`config.mk`:
```
export PLATFORM = sky130hd
export DESIGN_NAME = mpmodred32_shift
export DESIGN_NICKNAME = d
export VERILOG_FILES = /design/src/rtl/mp_pkg.sv /design/src/rtl/mp_word_sub.sv /design/src/rtl/mpmodred32_shift.sv
export SDC_FILE = /design/constraint.sdc
export NUM_CORES = 2
export LEC_CHECK = 0
export ABC_AREA = 1
export BUFFER_PORTS_ARGS = -buffer_cell sky130_fd_sc_hd__buf_2
export CORE_UTILIZATION = 54
export CTS_BUF_LIST = sky130_fd_sc_hd__clkbuf_8
export DETAILED_ROUTE_END_ITERATION = 10
export PLACE_DENSITY = 0.87
export SLEW_MARGIN = 20
export SYNTH_ARGS = -nofsm -noshare
export SYNTH_HDL_FRONTEND = slang
export SYNTH_SLANG_ARGS = --single-unit
```
`constraint.sdc`:
```
create_clock -name CLK -period 2 [get_ports CLK]
set_input_delay 0.1 -clock CLK [delete_from_list [all_inputs] [get_ports CLK]]
set_output_delay 0.1 -clock CLK [all_outputs]
set_load 0.05 [all_outputs]
```
`src/rtl/mp_pkg.sv`:
```
// Shared constants and types for the 256-bit word-serial modular arithmetic stages.
package mp_pkg;

  localparam int WORD_W = 32;
  localparam int NWORDS = 8;
  localparam int OP_W   = WORD_W * NWORDS;
  localparam int CNT_W  = $clog2(NWORDS);

  typedef logic [WORD_W-1:0] limb_t;

  typedef enum logic [1:0] {
    IDLE,
    SUB,
    DONE
  } state_e;

endpackage

```
`src/rtl/mp_word_sub.sv`:
```
// Single-limb subtract with borrow-in and borrow-out: {bout, d} = a - b - bin.
module mp_word_sub
  import mp_pkg::*;
(
  input  limb_t a_i,
  input  limb_t b_i,
  input  logic  bin_i,
  output limb_t d_o,
  output logic  bout_o
);

  logic [WORD_W:0] diff_ext;

  // One extra bit catches the wrap-around, which is exactly the borrow out.
  always_comb begin
    diff_ext = {1'b0, a_i} - {1'b0, b_i} - {{WORD_W{1'b0}}, bin_i};
  end

  assign d_o    = diff_ext[WORD_W-1:0];
  assign bout_o = diff_ext[WORD_W];

endmodule

```
`src/rtl/mpmodred32_shift.sv`:
```
// Conditional modular reduction R = (S >= P) ? S - P : S[255:0], computed one
// 32-bit limb per cycle, least significant limb first, through a shifting limb file.
module mpmodred32_shift
  import mp_pkg::*;
(
  input  logic            CLK,
  input  logic            RST_N,
  input  logic [OP_W:0]   s_in,
  input  logic [OP_W-1:0] p_in,
  input  logic            start,
  output logic [OP_W-1:0] r_out,
  output logic            ready,
  output logic            busy
);

  state_e           state_q;
  logic [CNT_W-1:0] cnt_q;
  logic             borrow_q;
  logic             s_hi_q;
  logic [OP_W-1:0]  s_q;       // shifts down one limb per SUB cycle
  logic [OP_W-1:0]  p_q;       // shifts down one limb per SUB cycle
  logic [OP_W-1:0]  s_hold_q;  // untouched copy of S for the bypass result
  logic [OP_W-1:0]  diff_q;    // limbs of S - P enter at the top
  logic [OP_W-1:0]  r_q;
  logic             ready_q;
  logic             busy_q;

  limb_t d_limb;
  logic  borrow_n;
  logic  ge;

  mp_word_sub u_word_sub (
    .a_i    (s_q[WORD_W-1:0]),
    .b_i    (p_q[WORD_W-1:0]),
    .bin_i  (borrow_q),
    .d_o    (d_limb),
    .bout_o (borrow_n)
  );

  // A set bit 256 means S already exceeds any 256-bit P; otherwise no final borrow means S >= P.
  assign ge = s_hi_q | ~borrow_q;

  // Control FSM plus limb datapath; outputs are registered here.
  // NOTE: sequential state uses non-blocking assignments so every register samples pre-edge values.
  always_ff @(posedge CLK or negedge RST_N) begin
    if (!RST_N) begin
      state_q  <= IDLE;
      cnt_q    <= '0;
      borrow_q <= 1'b0;
      s_hi_q   <= 1'b0;
      // NOTE: the limb registers are cleared on reset so no stale operand survives an abort.
      s_q      <= '0;
      p_q      <= '0;
      s_hold_q <= '0;
      diff_q   <= '0;
      r_q      <= '0;
      ready_q  <= 1'b0;
      busy_q   <= 1'b0;
    end else begin
      case (state_q)
        IDLE: begin
          ready_q <= 1'b0;
          if (start) begin
            s_q      <= s_in[OP_W-1:0];
            s_hold_q <= s_in[OP_W-1:0];
            s_hi_q   <= s_in[OP_W];
            p_q      <= p_in;
            cnt_q    <= '0;
            borrow_q <= 1'b0;
            busy_q   <= 1'b1;
            state_q  <= SUB;
          end
        end

        SUB: begin
          diff_q   <= {d_limb, diff_q[OP_W-1:WORD_W]};
          s_q      <= {limb_t'(0), s_q[OP_W-1:WORD_W]};
          p_q      <= {limb_t'(0), p_q[OP_W-1:WORD_W]};
          borrow_q <= borrow_n;
          if (cnt_q == CNT_W'(NWORDS - 1)) begin
            cnt_q   <= '0;
            state_q <= DONE;
          end else begin
            cnt_q <= cnt_q + CNT_W'(1);
          end
        end

        DONE: begin
          r_q     <= ge ? diff_q : s_hold_q;
          ready_q <= 1'b1;
          busy_q  <= 1'b0;
          state_q <= IDLE;
        end

        default: begin
          state_q <= IDLE;
          busy_q  <= 1'b0;
          ready_q <= 1'b0;
        end
      endcase
    end
  end

  assign r_out = r_q;
  assign ready = ready_q;
  assign busy  = busy_q;

endmodule
```
==> results of run 1 <==
[Yosys cell counts, drive strengths merged (2+ instances only)]
| library cell | number |
|---|---|
| a21oi | 248 |
| or2 | 2 |
| clkbuf | 186 |
| inv | 486 |
| a21o | 4 |
| nand4 | 2 |
| nand3b | 2 |
| nor2 | 523 |
| nand3 | 36 |
| and2 | 2 |
| xnor2 | 9 |
| nand2 | 2219 |
| buf | 251 |
| a22o | 3 |
| dfrtp | 1289 |
| o21ai | 1519 |
| o22ai | 2 |
| nor3 | 6 |
| ha | 64 |
| fa | 2 |
[metrics by stage]
stage          hold slack [ps]  std cells  setup slack, ps   util
2_1_floorplan             -196       6857            -11.5      -
3_3_place_gp              22.0       8911             -259  0.615
3_5_place_dp              22.3       8911             -296  0.615
4_1_cts                 0.0609       9889             -164  0.720
[kinds of logic after synthesis]
group                      count (synthesis)  share of synthesized area
DFF                                     1289                      0.571
and+or+nand+nor                         2792                      0.187
xor gates and xnor gates                   9                    0.00139
adders and majority gates                 66                     0.0149
buffers and inverters                    923                     0.0677
AOI/OAI and AO/OA                       1778                      0.158
[timing repair]
action | CTS
setup endpoints to repair | 34
gates resized for setup | 101
endpoints found under the hold margin | 2061
setup buffers | 7
pin swaps | 25
hold buffers | 608
[metal layers]
layer | overflow | GRT usage
met5 | 0 | 0.117
met4 | 8 | 0.439
met3 | 0 | 0.265
met2 | 1 | 0.714
met1 | 0 | 0.582
==> results.json, run 1 <==
{
  "fp-row-count": 118,
  "start_util": 0.545,
  "async_flop_share": 1.00,
  "yosys.cell_types.count": 30,
  "cts_sinks": 1289,
  "status": "did not finish",
  "root_buffer": "clkbuf_8",
  "ctsLongestPathBuffers": 3,
  "grt.total_usage": 0.517,
  "synth_ff_type": "dfrtp_1",
  "syn_inst": 6857,
  "yosysSeqAreaShare": 0.571,
  "dp_hpwl_microns": 150000,
  "cts_max_level": 4,
  "synth-edff-count": 0,
  "synth-seq-cells": 1289,
  "grt_max_degree": 91,
  "fp.dieH_microns": 326,
  "io_pins": 774,
  "gr-total-overflow": 9,
  "synth_top_area_cell": "dfrtp_1",
  "synth.net_count": 7439,
  "synth_top_area_share": 0.571,
  "synth.area.top_cells": "dfrtp_1 57%, nand2_1 15%, o21ai_0 11%",
  "numCtsBuffers": 202,
  "syn_area_per_cell_sq_um": 8.24,
  "io_buffers": 773,
  "globalplace.congestion": 1.01,
  "stop_stage": "global routing",
  "die_w_microns": 326,
  "error": "[ERROR GRT-0232] Routing congestion too high. Check the congestion heatmap in the GUI.",
  "yosys_warnings": 0,
  "netlist_area_sq_um": 56500,
  "placed_area_sq_um": 63800
}
==> run 2: changes to the inputs <==
--- a/config.mk
+++ b/config.mk
@@ -7,10 +7,9 @@
 export LEC_CHECK = 0
 export ABC_AREA = 1
 export BUFFER_PORTS_ARGS = -buffer_cell sky130_fd_sc_hd__buf_2
-export CORE_UTILIZATION = 54
-export CTS_BUF_LIST = sky130_fd_sc_hd__clkbuf_8
+export CORE_UTILIZATION = 40
 export DETAILED_ROUTE_END_ITERATION = 10
-export PLACE_DENSITY = 0.87
+export PLACE_DENSITY_LB_ADDON = 0.15
 export SLEW_MARGIN = 20
 export SYNTH_ARGS = -nofsm -noshare
 export SYNTH_HDL_FRONTEND = slang
==> constraint.sdc (replaced) <==
create_clock -name CLK -period 2.6 [get_ports CLK]
set_input_delay 0.13 -clock CLK [delete_from_list [all_inputs] [get_ports CLK]]
set_output_delay 0.13 -clock CLK [all_outputs]
set_load 0.05 [all_outputs]
==> run 2 against run 1 <==
  * The run now ends clean
  * Synthesized cell count unchanged
  * Area after synthesis is the same
==> results.json, run 2 <==
{
  "globalplace.congestion": 0.902,
  "mostFrequentLayoutCells": "2,217 x nand2_1, 1,289 x dfrtp_1, 1,272 x o21ai_0",
  "crit_path_end": "s_q[30]$_DFFE_PN0P_",
  "drc": 0,
  "p_sw_mw": 49.9,
  "syn_area_per_cell_sq_um": 8.24,
  "ant_nets": 0,
  "wirelength_microns": 222000,
  "rsz0062_at_grt": "true",
  "synth_top_area_share": 0.571,
  "synth-edff-count": 0,
  "yosys.cell_types.count": 30,
  "netlist_top_cells_count": "2,219 x nand2_1, 1,289 x dfrtp_1, 1,275 x o21ai_0",
  "power_mw": 106,
  "drtIter0Drc": 5128,
  "startpoint": "state_q[0]$_DFFE_PN0P_",
  "grt.total_usage": 0.307,
  "io_buffers": 773,
  "post-place-ws_ps": -129,
  "antenna_found_initial": 20,
  "fin_skew_ps": 25.6,
  "worst_slack_ps": 80.6,
  "avgRoutedWirePerCell_microns": 22.2,
  "swShare": 0.471,
  "final_common_cell": "nand2_1",
  "min_period_ps": 2520,
  "nets": 8584,
  "r2r_end": "s_q[30]$_DFFE_PN0P_",
  "path_max_fanout": 70,
  "finalCritPeriodShare": 0.969,
  "tightestPinTransition_ps": 965,
  "grt_max_degree": 131,
  "die_area_sq_um": 143000,
  "synth.net_count": 7439,
  "crit_path_end_kind": "register",
  "ir_worst_vdd_mv": 0.843,
  "drv_slew": 0,
  "clk_latency_ps": 780,
  "drt-vias-per-instance": 5.19,
  "fp-row-count": 137,
  "yosys_warnings": 0,
  "cellInternalPower_mw": 56.1,
  "gr-total-overflow": 0,
  "reg2reg_slack_ps": 80,
  "numCtsBuffers": 146,
  "multi_input_area_sq_um": 20500,
  "startpoint_type": "register",
  "core_sq_um": 140000,
  "cts_setup_buffers": 0,
  "synth_top_area_cell": "dfrtp_1",
  "fp.dieH_microns": 378,
  "nFillCells": 13400,
  "async_flop_share": 1.00,
  "relSlewSlack": 0.350,
  "hold_violations": 0,
  "p_seq_frac": 0.351,
  "syn_inst": 6857,
  "grt_pass1_wl_microns": 326000,
  "hp-class": "in -> async",
  "cts_max_level": 4,
  "worstPathRequired_ps": 3190,
  "setup_viol": 0,
  "crit_type": "reg -> reg",
  "cts_tree": "yes",
  "yosysSeqAreaShare": 0.571,
  "vias": 51900,
  "synth_ff_type": "dfrtp_1",
  "dp_hpwl_microns": 156000,
  "power_density_nw_per_um2": 1460,
  "regArea_sq_um": 32300,
  "ctsLongestPathBuffers": 3,
  "layout-drive-gt1-share": 0.143,
  "reg2regPathDepth": 8,
  "p_leak_nw": 36.7,
  "drv_cap": 0,
  "synth.area.top_cells": "dfrtp_1 57%, nand2_1 15%, o21ai_0 11%",
  "die_w_microns": 378,
  "clk_pin_slew_ps": 60,
  "drt_first_pass_iters": 8,
  "start_util": 0.404,
  "status": "completed",
  "p_comb_frac": 0.450,
  "synth-seq-cells": 1289,
  "syn2layout_area_growth_pct": 28.6,
  "io_pins": 774,
  "fmax_ghz": 0.397,
  "root_buffer": "clkbuf_16",
  "pwr-share-clk": 0.199,
  "cp.arrival_ps": 3110,
  "yosysMostFrequentCell": "nand2_1",
  "netlist_area_sq_um": 56500,
  "grt_pass1_vias": 50100,
  "r2r_start": "state_q[0]$_DFFE_PN0P_",
  "cts_sinks": 1289
}
==> run 2: cell counts after synthesis <==
Identical to the previous run, type by type.
==> run 2: area by class of cell <==
cell class / count / area share
well taps: 1876 / 0.0323
clock buffers: 221 / 0.0597
multi-input cells: 4645 / 0.282
flip-flops and latches: 1289 / 0.444
diodes: 13 / 0.000448
repair buffers: 1434 / 0.149
clock inverters: 42 / 0.00733
inverters: 486 / 0.0255
==> run 2: power groups by stage <==
stage	logic (mW)	registers [mW]	clock network [mW]
floorplan	26.3	39.1	0
global placement	46.6	37.1	0
detailed placement	46.9	37.2	0
CTS	47.8	37.0	21.4
global route	53.3	37.9	22.1
finish	47.7	37.2	21.1
==> run 2: how the worst min path moves through the flow <==
stage | start | endpoint | slack (ps) | depth (start not counted)
2_1_floorplan | RST_N | borrow_q$_DFFE_PN0P_ | -170 | 0
3_3_place_gp | RST_N | s_q[189]$_DFFE_PN0P_ | 30 | 1
3_5_place_dp | RST_N | s_q[189]$_DFFE_PN0P_ | 30 | 1
4_1_cts | RST_N | r_out[209]$_DFFE_PN0P_ | 30 | 3
5_1_grt | RST_N | diff_q[209]$_DFFE_PN0P_ | 60 | 3
6_report | RST_N | s_q[213]$_DFFE_PN0P_ | 50 | 3
==> run 2: timing repair <==
action,CTS,global route
setup endpoints to repair,2,8
pin swaps,0,1
endpoints found under the hold margin,1892,0
resized for setup,2,5
hold buffers,518,0
==> run 2: kinds of logic after synthesis <==
| kind of cell | synth area share |
|---|---|
| and+or+nand+nor | 0.187 |
| AOI/OAI and AO/OA | 0.158 |
| DFF | 0.571 |
| buffers and inverters | 0.0677 |
| adders and majority gates | 0.0149 |
| xor gates and xnor gates | 0.00139 |
==> run 2: per-layer routing <==
metal  track usage  vias up  routed length, microns
met2         0.476     1970                  101000
li1              -    24200                       -
met4         0.130       14                    9930
met5             0        -                      80
met3        0.0482      412                   14400
met1         0.426    25300                   96600
==> run 2: metrics by stage <==
stage	hold slack (ps)	util	instances	TNS, ps	instance area (sq um)
2_1_floorplan	-166	-	6857	0	56500
3_3_place_gp	26.7	0.447	9212	-157	62600
3_5_place_dp	28.8	0.447	9212	-220	62600
4_1_cts	25.5	0.519	9993	0	72600
5_1_grt	55.7	0.520	10000	-127	72700
6_report	51.7	0.520	10000	0	72700
==> run 2: critical path, cell delays in order, from the launching register on <==
cell and delay [ps]:
dfrtp_1 410, inv_2 140, nor2_8 90, inv_8 470, buf_12 310, buf_4 230, o21ai_0 100, o21ai_1 300
o21ai_0 220
No activity file was read; power rests on OpenSTA's default activity.
